File: src/rtl/vga_timing_pkg.sv
// -----------------------------------------------------------------------------
// vga_timing_pkg
// Shared constants and helpers for the VGA raster timing generator.
//   - DEF_*      : 640x480@60 default timing (25.175 MHz nominal pixel rate)
//   - BAR_*      : colour-bar channel masks {R,G,B}; a set bit is full scale
//   - calc_total : total pixels/lines of one axis from its four regions
//   - bar_rgb    : channel mask of colour bar 0..7
// -----------------------------------------------------------------------------
package vga_timing_pkg;

    localparam int DEF_H_ACTIVE = 640;
    localparam int DEF_H_FP     = 16;
    localparam int DEF_H_SYNC   = 96;
    localparam int DEF_H_BP     = 48;
    localparam int DEF_V_ACTIVE = 480;
    localparam int DEF_V_FP     = 10;
    localparam int DEF_V_SYNC   = 2;
    localparam int DEF_V_BP     = 33;

    typedef logic [2:0] bar_rgb_t;

    localparam bar_rgb_t BAR_WHITE   = 3'b111;
    localparam bar_rgb_t BAR_YELLOW  = 3'b110;
    localparam bar_rgb_t BAR_CYAN    = 3'b011;
    localparam bar_rgb_t BAR_GREEN   = 3'b010;
    localparam bar_rgb_t BAR_MAGENTA = 3'b101;
    localparam bar_rgb_t BAR_RED     = 3'b100;
    localparam bar_rgb_t BAR_BLUE    = 3'b001;
    localparam bar_rgb_t BAR_BLACK   = 3'b000;

    function automatic int calc_total(input int active, input int fp,
                                      input int sync, input int bp);
        return active + fp + sync + bp;
    endfunction

    function automatic bar_rgb_t bar_rgb(input logic [2:0] idx);
        case (idx)
            3'd0:    return BAR_WHITE;
            3'd1:    return BAR_YELLOW;
            3'd2:    return BAR_CYAN;
            3'd3:    return BAR_GREEN;
            3'd4:    return BAR_MAGENTA;
            3'd5:    return BAR_RED;
            3'd6:    return BAR_BLUE;
            default: return BAR_BLACK;
        endcase
    endfunction

endpackage

File: src/rtl/vga_delay_line.sv
// -----------------------------------------------------------------------------
// vga_delay_line
// Enabled shift register of depth D; each stage advances only when en is high.
// Ports:
//   VGA_CLK  in   clock
//   reset    in   synchronous active-low reset, clears every stage to 0
//   en       in   shift enable (pixel tick)
//   d        in   W-bit input word
//   q        out  d delayed by D enabled ticks
// -----------------------------------------------------------------------------
module vga_delay_line #(
    parameter int W = 1,
    parameter int D = 1
) (
    input  logic         VGA_CLK,
    input  logic         reset,
    input  logic         en,
    input  logic [W-1:0] d,
    output logic [W-1:0] q
);

    logic [W-1:0] sr [D];

    always_ff @(posedge VGA_CLK) begin
        if (!reset) begin
            for (int i = 0; i < D; i++) sr[i] <= '0;
        end else if (en) begin
            sr[0] <= d;
            for (int i = 1; i < D; i++) sr[i] <= sr[i-1];
        end
    end

    assign q = sr[D-1];

endmodule

File: src/rtl/vga_timing_gen.sv
// -----------------------------------------------------------------------------
// vga_timing_gen
// Parametrised VGA raster timing generator with an aligned pixel-data path.
// Optional feature macro: VGA_TESTPATTERN_EN (adds test_mode and an 8-bar
// colour generator that replaces rgb_* while test_mode is high).
// Ports:
//   VGA_CLK            in   clock
//   reset              in   synchronous active-low reset
//   pix_en             in   pixel tick; all state advances only when high
//   test_mode          in   (VGA_TESTPATTERN_EN only) select colour bars
//   pix_x, pix_y       out  current coordinate (valid when pix_active)
//   pix_active         out  current coordinate is visible
//   frame_start        out  one-tick pulse at (0,0)
//   line_start         out  one-tick pulse at x = 0
//   rgb_r/g/b          in   pixel colour, PIX_LAT ticks after its coordinate
//   VGA_R/G/B          out  colour to DAC, zero outside the visible region
//   VGA_HS, VGA_VS     out  syncs, asserted level H_POL / V_POL
//   VGA_BLANK_N        out  high during visible region
// Sync, blank and colour lag the coordinates by PIX_LAT+1 ticks.
// -----------------------------------------------------------------------------
module vga_timing_gen
    import vga_timing_pkg::*;
#(
    parameter int H_ACTIVE = DEF_H_ACTIVE,
    parameter int H_FP     = DEF_H_FP,
    parameter int H_SYNC   = DEF_H_SYNC,
    parameter int H_BP     = DEF_H_BP,
    parameter int V_ACTIVE = DEF_V_ACTIVE,
    parameter int V_FP     = DEF_V_FP,
    parameter int V_SYNC   = DEF_V_SYNC,
    parameter int V_BP     = DEF_V_BP,
    parameter bit H_POL    = 1'b0,
    parameter bit V_POL    = 1'b0,
    parameter int CNT_W    = 10,
    parameter int COLOR_W  = 8,
    parameter int PIX_LAT  = 1
) (
    input  logic               VGA_CLK,
    input  logic               reset,
    input  logic               pix_en,
`ifdef VGA_TESTPATTERN_EN
    input  logic               test_mode,
`endif
    output logic [CNT_W-1:0]   pix_x,
    output logic [CNT_W-1:0]   pix_y,
    output logic               pix_active,
    output logic               frame_start,
    output logic               line_start,
    input  logic [COLOR_W-1:0] rgb_r,
    input  logic [COLOR_W-1:0] rgb_g,
    input  logic [COLOR_W-1:0] rgb_b,
    output logic [COLOR_W-1:0] VGA_R,
    output logic [COLOR_W-1:0] VGA_G,
    output logic [COLOR_W-1:0] VGA_B,
    output logic               VGA_HS,
    output logic               VGA_VS,
    output logic               VGA_BLANK_N
);

    localparam int H_TOTAL  = calc_total(H_ACTIVE, H_FP, H_SYNC, H_BP);
    localparam int V_TOTAL  = calc_total(V_ACTIVE, V_FP, V_SYNC, V_BP);
    localparam int HS_START = H_ACTIVE + H_FP;
    localparam int HS_END   = HS_START + H_SYNC;
    localparam int VS_START = V_ACTIVE + V_FP;
    localparam int VS_END   = VS_START + V_SYNC;

    localparam logic [CNT_W-1:0] H_LAST = CNT_W'(H_TOTAL - 1);
    localparam logic [CNT_W-1:0] V_LAST = CNT_W'(V_TOTAL - 1);

    logic [CNT_W-1:0] h_cnt;
    logic [CNT_W-1:0] v_cnt;
    logic             h_wrap;
    logic             v_wrap;

    assign h_wrap = (h_cnt == H_LAST);
    assign v_wrap = (v_cnt == V_LAST);

    always_ff @(posedge VGA_CLK) begin
        if (!reset) begin
            h_cnt <= '0;
            v_cnt <= '0;
        end else if (pix_en) begin
            if (h_wrap) begin
                h_cnt <= '0;
                v_cnt <= v_wrap ? '0 : v_cnt + 1'b1;
            end else begin
                h_cnt <= h_cnt + 1'b1;
            end
        end
    end

    // ---- p0: decode of the counter registers ----
    // Comparisons are done in int so a sync region ending exactly at
    // 2^CNT_W does not overflow the boundary constant.
    logic hs_p0, vs_p0, vld_p0;

    assign hs_p0  = (int'(h_cnt) >= HS_START) && (int'(h_cnt) < HS_END);
    assign vs_p0  = (int'(v_cnt) >= VS_START) && (int'(v_cnt) < VS_END);
    assign vld_p0 = (int'(h_cnt) < H_ACTIVE) && (int'(v_cnt) < V_ACTIVE);

    assign pix_x       = h_cnt;
    assign pix_y       = v_cnt;
    assign pix_active  = vld_p0;
    assign line_start  = reset && pix_en && (h_cnt == '0);
    assign frame_start = line_start && (v_cnt == '0);

    // ---- p1: control delayed by PIX_LAT, aligned with rgb_* ----
    logic hs_p1, vs_p1, vld_p1;

    vga_delay_line #(.W(3), .D(PIX_LAT)) u_ctl_dly (
        .VGA_CLK (VGA_CLK),
        .reset   (reset),
        .en      (pix_en),
        .d       ({vld_p0, vs_p0, hs_p0}),
        .q       ({vld_p1, vs_p1, hs_p1})
    );

    logic [COLOR_W-1:0] src_r, src_g, src_b;

`ifdef VGA_TESTPATTERN_EN
    localparam int BAR_W = H_ACTIVE / 8;

    logic [2:0] bar_idx_p0;
    bar_rgb_t   bar_p1;

    // Smallest bar whose right edge lies beyond h_cnt; blanking columns
    // fall through to bar 7 and are masked by blank anyway.
    always_comb begin
        bar_idx_p0 = 3'd7;
        for (int i = 7; i >= 0; i--) begin
            if (int'(h_cnt) < (i + 1) * BAR_W) bar_idx_p0 = 3'(i);
        end
    end

    vga_delay_line #(.W(3), .D(PIX_LAT)) u_bar_dly (
        .VGA_CLK (VGA_CLK),
        .reset   (reset),
        .en      (pix_en),
        .d       (bar_rgb(bar_idx_p0)),
        .q       (bar_p1)
    );

    always_comb begin
        src_r = rgb_r;
        src_g = rgb_g;
        src_b = rgb_b;
        if (test_mode) begin
            src_r = {COLOR_W{bar_p1[2]}};
            src_g = {COLOR_W{bar_p1[1]}};
            src_b = {COLOR_W{bar_p1[0]}};
        end
    end
`else
    assign src_r = rgb_r;
    assign src_g = rgb_g;
    assign src_b = rgb_b;
`endif

    // ---- p2: output register driving the DAC pins ----
    logic               hs_p2, vs_p2, vld_p2;
    logic [COLOR_W-1:0] r_p2, g_p2, b_p2;

    always_ff @(posedge VGA_CLK) begin
        if (!reset) begin
            hs_p2  <= 1'b0;
            vs_p2  <= 1'b0;
            vld_p2 <= 1'b0;
            r_p2   <= '0;
            g_p2   <= '0;
            b_p2   <= '0;
        end else if (pix_en) begin
            hs_p2  <= hs_p1;
            vs_p2  <= vs_p1;
            vld_p2 <= vld_p1;
            r_p2   <= vld_p1 ? src_r : '0;
            g_p2   <= vld_p1 ? src_g : '0;
            b_p2   <= vld_p1 ? src_b : '0;
        end
    end

    assign VGA_HS      = H_POL ? hs_p2 : ~hs_p2;
    assign VGA_VS      = V_POL ? vs_p2 : ~vs_p2;
    assign VGA_BLANK_N = vld_p2;
    assign VGA_R       = r_p2;
    assign VGA_G       = g_p2;
    assign VGA_B       = b_p2;

endmodule

File: config.mk
export PLATFORM = sky130hd
export DESIGN_NAME = vga_timing_gen
export DESIGN_NICKNAME = d
export VERILOG_FILES = /design/src/rtl/vga_timing_pkg.sv /design/src/rtl/vga_delay_line.sv /design/src/rtl/vga_timing_gen.sv
export SDC_FILE = /design/constraint.sdc
export NUM_CORES = 1
export LEC_CHECK = 0
export CAP_MARGIN = 20
export CORE_MARGIN = 1
export CORE_UTILIZATION = 44
export DETAILED_ROUTE_END_ITERATION = 8
export HOLD_SLACK_MARGIN = 0.15
export PLACE_DENSITY = 0.8
export SLEW_MARGIN = 10
export SYNTH_ARGS = -nofsm -noshare
export SYNTH_HDL_FRONTEND = slang
export SYNTH_SLANG_ARGS = --single-unit
File: constraint.sdc
create_clock -name VGA_CLK -period 2.9 [get_ports VGA_CLK]
set_input_delay 0.58 -clock VGA_CLK [delete_from_list [all_inputs] [get_ports VGA_CLK]]
set_output_delay 0.58 -clock VGA_CLK [all_outputs]
set_load 0.05 [all_outputs]
==> metrics.md <==
| Metric | Value |
|---|---|
| Status | complete, no violations |
| Core box area | 0.00441 mm^2 |
| Slew HR | 42.2% |
| Yosys top cell area share | 46.0% |
| Synth cell types | 37 |
| Routability cong. | 0.817 |
| Ys flop type | dfxtp_1 |
| Synth async-reset ratio | 0% |
| Worst-margin pin slew | 867 ps |
| Worst-path clk slew | 90 ps |
| Final #Nets | 316 |
| Die ar. | 0.00493 mm^2 |
| Clk buf depth | 2 |
| Synth area leader | dfxtp_1 |
| GRT Util Overall | 20.7% |
| Worst Setup End Kind | primary output |
| Post-synthesis register bit count | 50 |
| TritonRoute pass-1 iters | 4 |
| Reg2Reg Depth | 5 |
| Final Cycle Share | 92.4% |
| Static Leak | 1.09 nW |
| CP Max Fanout | 5 |
| Boundary Pins | 77 |
| Total gr overflow | 0 |
| Synthesized area per cell | 9.84 um^2 |
| Clk_lat worst skew | 310 ps |
| Sequential fraction of the synthesis area | 50.4% |
| Synth warnings | 0 |
| Largest family of logic cells by synthesized area | simple AND/OR/NAND/NOR gates |
| Final setup viols | 0 |
| Peak supply drop | 314 uV |
| CTS Root Cell | clkbuf_8 |
| Max_cap viols | 0 |
| Synth top area cells | dfxtp_1, a22o_1, edfxtp_1, xnor2_1, ha_1 |
| Fillcell total | 338 |
| Final Util | 68.3% |
| Commonest non-fill, non-tap cells in the layout | clkdlybuf4s50_1, dfxtp_1, a22o_1, nor2_1, nand3_1 |
| Post-Synth XOR/XNOR Area | 5.14% |
| Startpoint types | primary input |
| Die width | 70.2 um |
| Fin crit period | 2680 ps |
| Mux share of post-synthesis cell area | 0.979% |
| Post-Syn Area | 0.00205 mm^2 |
| IO buf count | 76 |
| Final Hold Fails | 0 |
| CP required | 2320 ps |
| Critical path class | in -> out |
| Most common cell after layout, fill and taps aside | clkdlybuf4s50_1 |
| # DRC | 0 |
| Post-Syn Instances | 208 |
| Detailed Route Iter0 Violations | 71 |
| Post-CTS Resized | 0 |
| Vias in the first global route | 1609 |
| CTS Buf Count | 5 |
| Routed Antenna Nets | 0 |
| Net Count, Synth | 240 |
| Row cnt | 24 |
| Hold path start | VGA_BLANK_N$_SDFFE_PN0P_ |
| Hold endpoint | VGA_BLANK_N$_SDFFE_PN0P_ |
| Post-CTS Setup Bufs | 0 |
| Post-DP HPWL | 3.60 mm |
| Highest Clock Rate | 373 MHz |
| Routed wire length | 4.94 mm |
| Ratio of cells with drive above 1 in the final layout | 7.37% |
| Simple-Gate Fraction of Synth Area | 20.8% |
| Post-synth EDFFs | 3 |
| Count of pins over their slew limit | 0 |
| DR WL/cell | 14.7 um |
| Largest net degree at the start of global routing | 26 |
| Die Span Y | 70.2 um |
| Worst R2R Start | pix_x[0]$_SDFFE_PN0P_ |
| # hold bufs at CTS | 0 |
| CTS tree | done |
| Area growth syn-to-layout | 47.5% |
| Adder-cell share of the synthesized area | 3.06% |
| Setup TNS | 0 ps |
| Sink Count | 50 |
| Tightest Hold Check Type | reg -> reg |
| Reg2reg setup slack | 630 ps |
| Compound-Gate Fraction of Synth Area | 15.7% |
| First-pass GRT wire length | 8.12 mm |
| H-tree depth | 2 |
| Total Power | 1.43 mW |
| Worst hold path depth | 1 |
| Initial antenna violation count | 0 |
| Crit path DAT | 2100 ps |
| DR vias | 1827 |
| Initial Util | 46.3% |
| Power density over cell area | 473 mW/mm^2 |
| Clock Skew | 8.90 ps |
| Unrepaired setup endpoints after global routing | no |
| Post-DR vias/cell | 5.42 |
| Diode count | 0 |
| R2R Path End | pix_y[6]$_SDFFE_PN0P_ |
-- through the flow --
step	hold WS (ps)	setup slack (ps)	std cells	cell area (um^2)
floorplan	479	8.24	208	2060
global placement	433	227	329	2900
detailed placement	442	173	329	2900
CTS	480	223	337	3020
global route	507	131	337	3020
finish	472	222	337	3020
-- cells in the mapped netlist, types with 4 or more instances --
master	count
clkbuf_1	10
a22o_1	24
inv_1	9
nor2_1	14
nor4_1	7
nand4_1	5
xnor2_1	8
nor2b_1	4
nand2_1	10
nor3_1	7
nand3_1	11
ha_1	5
o31ai_1	4
xor2_1	4
a21oi_1	4
dfxtp_1	47
-- final cells by class --
type                    instances  area [um^2]  share of cell area, %
inverters                       9         33.8                   1.12
clock buffers                   5         68.8                   2.28
clock inverters                 3         47.5                   1.58
flip-flops and latches         50         1030                   34.2
repair buffers                 81          818                   27.1
multi-input cells             137          952                   31.6
well taps                      52         65.1                   2.16
-- sequential cells by signal, summed over array words and instances (netlist names) --
| name | flops |
|---|---|
| VGA_R | 8 |
| VGA_B | 8 |
| VGA_BLANK_N | 1 |
| vs_p2 | 1 |
| pix_y | 10 |
| pix_x | 10 |
| hs_p2 | 1 |
| u_ctl_dly.sr | 3 |
| VGA_G | 8 |
-- cells by family after synthesis --
logic type,after synthesis
fa+ha+maj,5
buf+inv,21
simple gates,77
compound gates,41
xor+xnor,12
mux,2
flops,50
-- routing by layer --
| layer | track usage, % | vias to the layer above | part of all wire [%] |
|---|---|---|---|
| li1 | - | 907 | - |
| met1 | 28.3 | 864 | 46 |
| met2 | 32.4 | 47 | 48 |
| met3 | 3.75 | 9 | 3.7 |
| met4 | 8.22 | 0 | 1.6 |
| met5 | 0 | - | 0 |
-- worst max-delay path by stage --
stage | cells after the start | endpoint | slack (ps) | start
after floorplan | 4 | frame_start | 8 | pix_en
after global placement | 5 | pix_y[6]$_SDFFE_PN0P_ | 230 | pix_en
after detailed placement | 5 | pix_y[6]$_SDFFE_PN0P_ | 170 | pix_en
after CTS | 5 | frame_start | 220 | pix_en
after global routing | 5 | frame_start | 130 | pix_en
final | 5 | frame_start | 220 | pix_en
-- report_power, final --
part / internal [mW] / leakage (nW) / switching (mW)
clock: 0.263 / 0.0591 / 0.244
sequential: 0.712 / 0.414 / 0.0113
combinational: 0.0871 / 0.616 / 0.110
-- worst max-delay path, cell delays in order --
cell	delay [ps]
clkdlybuf4s50_1	550
nand2_1	200
nor4_4	320
and4_1	290
buf_12	150
Power figures use the tool's default switching activity.
==> variant 1, RTL diff (same flow settings) <==
Set the parameter `H_POL` to 1'b1 (it was 1'b0).
--- a/src/rtl/vga_timing_gen.sv
+++ b/src/rtl/vga_timing_gen.sv
@@ -29,7 +29,7 @@
     parameter int V_FP     = DEF_V_FP,
     parameter int V_SYNC   = DEF_V_SYNC,
     parameter int V_BP     = DEF_V_BP,
-    parameter bit H_POL    = 1'b0,
+    parameter bit H_POL    = 1'b1,
     parameter bit V_POL    = 1'b0,
     parameter int CNT_W    = 10,
     parameter int COLOR_W  = 8,
Function: changed (a bounded check fails within 4 cycles, from zero or initial values and one cycle with reset low).
==> variant 1 against the original RTL <==
- sequential cell count stayed put
- worst hold slack worse by 4.6 ps
- sequential share of layout area is 0.78 points higher
- design area is 2.2% lower
- non-clock buffer count is 1 lower
- power is 7.9% lower
- utilization is 1.5 points lower
- routed wire length is 3.1% lower
- worst setup slack better by 39 ps
- clock power is 21% lower
- global-route usage is 0.53 points lower
- area after synthesis hardly changed
- count of clock-buffer cells in the layout is 1 higher
- largest power group unchanged
==> variant 1: results (changes against the original RTL) <==
relative slew slack 40.0% (was 42.2%); Yosys Warn Count 0 (unchanged); Syn Nets 235 (was 240); vias in the first global route 1624 (was 1609); CP top delay family simple AND/OR/NAND/NOR gates (unchanged); Placer Congestion 0.831 (was 0.817); outcome finished clean (unchanged); Adder-Cell Fraction of Synth Area 3.06% (about the same); worst-path maximum fanout 4 (was 5); Final Cycle Share 91.0% (was 92.4%); share of cells above drive strength 1 6.09% (was 7.37%); CP max-delay cell clkdlybuf4s50_1 (unchanged); XOR/XNOR share of the synthesized area 4.71% (was 5.14%); clock buffer depth 2 (unchanged); sequential fraction of the synthesis area 50.4% (about the same); worst setup path start reset (was pix_en); max incr delay on CP 490 ps (was 550 ps); post-CTS setup buffers 0 (unchanged); ANT cells 0 (unchanged); worst reg2reg startpoint pix_x[0] (unchanged); initial antenna violation count 0 (unchanged); setup TNS 0 ps (unchanged); largest net degree at the start of global routing 27 (was 26); synth cell count leaders dfxtp_1, a22o_1, nor2_1 (unchanged); total leakage power 1.10 nW (was 1.09 nW); peak supply drop 316 uV (was 314 uV); WP data arrival 2060 ps (was 2100 ps); DR WL/cell 14.5 um (was 14.7 um); via count 1798 (was 1827); synth unique cells 37 (unchanged); starting DRC count in detailed routing 93 (was 71); Final nets 310 (was 316); DP Worst Slack 298 ps (was 173 ps); GRT Util Overall 20.2% (was 20.7%); port bufs 76 (unchanged); Net Switching 348 uW (was 366 uW); post-synthesis compound-gate area fraction 15.8% (was 15.7%); ys async rst share 0% (unchanged); first-pass GRT wire length 7870 um (was 8120 um); multiplexer area fraction after synthesis 0.978% (was 0.979%); Hold Path Class register to register (unchanged); Synth area leaders dfxtp_1, a22o_1, edfxtp_1, ha_1, xor2_1 (was dfxtp_1, a22o_1, edfxtp_1, xnor2_1, ha_1); hpwl dp 3480 um (was 3600 um); reg2reg setup slack 1050 ps (was 630 ps); Reg clk slew, reported paths 90 ps (about the same); Worst Clk Skew 6.75 ps (was 8.90 ps)
-- variant 1: cell types whose count changed after synthesis, sizes merged, moves of 3 or more --
cell	delta
inv	-3
xnor2	-4
nand4	+3
clkbuf	-4
and3	+4
xor2	+3
buf	+4
nor4	-3
-- variant 1: kinds of logic (layout without fill, tap and decap cells) --
group	Yosys count	after routing
xor gates and xnor gates	11	11
muxes	2	2
DFF	50	50
AOI/OAI and AO/OA	42	42
buffers and inverters	18	94
and+or+nand+nor	75	75
adders and majority gates	5	5
-- variant 1: metal layers --
layer / vias up / track usage (%) / share of wire (%)
met3: 12 / 6.49 / 4.9
met2: 46 / 30.4 / 47
met1: 854 / 26.9 / 46
met4: 0 / 7.78 / 2.7
met5: - / 0 / 0
li1: 886 / - / -
-- variant 1: final cells by class --
type / instances / area [um^2]
Clock inverter: 2 / 13.8
Clock buffer: 6 / 72.6
Inverter: 6 / 22.5
Sequential cell: 50 / 1030
Tap cell: 52 / 65.1
Fill cell: 360 / 1470
Multi-Input combinational cell: 135 / 933
Timing Repair Buffer: 80 / 811
-- variant 1: path summary, 6_finish.rpt --
check,cells past startpoint,end
setup reg to reg,5,pix_y[4]
setup / recovery,6,frame_start
hold / removal,1,VGA_BLANK_N
hold reg to reg,1,VGA_BLANK_N
-- variant 1: power by group through the flow --
stage	registers [mW]	logic (mW)	clock network, mW
after floorplan	0.796	0.0460	0
after global placement	0.739	0.190	0
after detailed placement	0.740	0.192	0
after CTS	0.724	0.193	0.408
after global routing	0.726	0.201	0.435
final	0.723	0.191	0.400
-- variant 1: worst reg2reg max path, delay by kind of cell, from the launching register on --
family	cells	cell delay [ps]
simple gates	3	560
flops	1	440
compound gates	1	500
fa+ha+maj	1	220
-- variant 1: stage by stage --
step	hold slack [ps]	instances	cell area (um^2)	power, mW
detailed placement	446	323	2860	0.931
global route	499	331	2950	1.36
finish	468	331	2950	1.31
CTS	471	331	2950	1.32
global placement	446	323	2860	0.929
floorplan	479	203	2050	0.842
==> variant 2, RTL diff (same settings) <==
Without the edit above. Make the reset (`reset`) asynchronous in 3 clocked blocks. Comments in the files are not updated.
--- a/src/rtl/vga_delay_line.sv
+++ b/src/rtl/vga_delay_line.sv
@@ -21,7 +21,7 @@
 
     logic [W-1:0] sr [D];
 
-    always_ff @(posedge VGA_CLK) begin
+    always_ff @(posedge VGA_CLK or negedge reset) begin
         if (!reset) begin
             for (int i = 0; i < D; i++) sr[i] <= '0;
         end else if (en) begin
--- a/src/rtl/vga_timing_gen.sv
+++ b/src/rtl/vga_timing_gen.sv
@@ -75,7 +75,7 @@
     assign h_wrap = (h_cnt == H_LAST);
     assign v_wrap = (v_cnt == V_LAST);
 
-    always_ff @(posedge VGA_CLK) begin
+    always_ff @(posedge VGA_CLK or negedge reset) begin
         if (!reset) begin
             h_cnt <= '0;
             v_cnt <= '0;
@@ -160,7 +160,7 @@
     logic               hs_p2, vs_p2, vld_p2;
     logic [COLOR_W-1:0] r_p2, g_p2, b_p2;
 
-    always_ff @(posedge VGA_CLK) begin
+    always_ff @(posedge VGA_CLK or negedge reset) begin
         if (!reset) begin
             hs_p2  <= 1'b0;
             vs_p2  <= 1'b0;
Check against the original RTL: differs if reset is asserted again (counterexample within 4 cycles, from zero or initial values and one cycle with reset low); with reset held inactive, the same outputs for 10 cycles.
==> variant 2 against the original RTL <==
- via count increased by 10%
- utilization fell by 4.8 points
- worst setup slack improved by 7.8 ps
- area after synthesis increased by 16%
- design area up 9.0%
- sequential cell count unchanged
- routed wire length increased by 12%
- global-route usage down 0.33 points
- clock skew shrank 2.3 ps
- largest cell class unchanged
Power is not compared: it rests on default switching activity, and its combinational part moved more than twofold at a synthesized area within 25%.
==> variant 2: results (changes against the original RTL) <==
outcome finished clean (unchanged); share of cells above drive strength 1 9.97% (was 7.37%); Main synth FF type dfrtp_1 (was dfxtp_1); WHS 407 ps (was 472 ps); CTS resizes 0 (unchanged); Area after DPL 0.00320 mm^2 (was 0.00290 mm^2); post-synthesis compound-gate area fraction 10.2% (was 15.7%); Synth area leaders dfrtp_1, o21ai_0, nand3_1, inv_1, ha_1 (was dfxtp_1, a22o_1, edfxtp_1, xnor2_1, ha_1); Final nets 343 (was 316); Adder-Cell Fraction of Synth Area 2.63% (was 3.06%); Reg-to-Reg End pix_y[4] (was pix_y[6]); reg2reg setup slack 1130 ps (was 630 ps); GRT Util Overall 20.4% (was 20.7%); sequential fraction of the synthesis area 52.6% (was 50.4%); peak supply drop 381 uV; synth cell count leaders dfrtp_1, inv_1, o21ai_0 (was dfxtp_1, a22o_1, nor2_1); Reg clk slew, reported paths 90 ps (about the same); Placer Congestion 0.785 (was 0.817); filler cell count in the final layout 433 (was 338); routed wire length 5530 um (was 4940 um); multiplexer area fraction after synthesis 3.42% (was 0.979%); initial antenna violation count 1 (was 0); ys async rst share 100% (was 0%); worst-path maximum fanout 9 (was 5); Skew-Pair Late Insertion Delay 310 ps (about the same); vias in the first global route 1844 (was 1609); worst reg2reg startpoint pix_x[1] (was pix_x[0]); first-pass GRT wire length 8650 um (was 8120 um); worst-margin pin slew 815 ps (was 867 ps); synth unique cells 43 (was 37); Worst Clk Skew 6.63 ps (was 8.90 ps); ANT cells 0 (unchanged); First-pass DRT Iterations 6 (was 4); DP Worst Slack 451 ps (was 173 ps); XOR/XNOR share of the synthesized area 3.31% (was 5.14%); Yosys top cell area share 52.6% (was 46.0%); via count 2011 (was 1827); H-tree levels 2 (unchanged); Syn Nets 271 (was 240); Yosys Warn Count 0 (unchanged); hpwl dp 3860 um (was 3600 um); Hold Path Class primary input to async pin (was register to register); starting DRC count in detailed routing 99 (was 71); largest net degree at the start of global routing 62 (was 26)
variant 2: how the worst max path moves through the flow:
stage                        start  slack, ps          end  depth (start not counted)
after global placement      pix_en        500  frame_start                          6
after global routing      pix_x[5]        180  frame_start                          5
after detailed placement    pix_en        450  frame_start                          6
final                     pix_x[5]        230  frame_start                          5
after CTS                 pix_x[5]        230  frame_start                          5
after floorplan           pix_x[4]         70  frame_start                          5
variant 2: routing by layer:
layer	share of wire [%]	vias up	GRT usage [%]
li1	-	964	-
met1	43	959	25.1
met2	45	76	33.5
met3	9.8	10	6.88
met4	1.7	2	7.41
met5	0.23	-	0
variant 2: power by group through the flow:
stage | registers [mW] | clock network, mW | logic (mW)
floorplan | 1.08 | 0 | 0.145
global placement | 0.868 | 0 | 0.574
detailed placement | 0.875 | 0 | 0.582
CTS | 0.862 | 0.412 | 0.584
global route | 0.874 | 0.431 | 0.618
finish | 0.862 | 0.401 | 0.579
variant 2: through the flow:
step                      power (mW)  instances  util [%]
after floorplan                 1.23        239         -
after global placement          1.44        374      61.9
after detailed placement        1.46        374      61.9
after CTS                       1.86        381      63.5
after global routing            1.92        381      63.5
final                           1.84        381      63.5
variant 2: cell type report:
type	instances	share of cell area (%)
Timing Repair Buffer	78	23.9
Tap cell	70	2.66
Sequential cell	50	38.1
Clock buffer	5	2.09
Inverter	32	3.65
Clock inverter	2	0.457
Multi-Input combinational cell	144	29.1
variant 2: critical path, stage by stage (launching register included):
cell,delay [ps]
dfrtp_1,470
nor4b_1,340
nand4_1,190
nor4_4,340
and4_4,310
buf_12,140
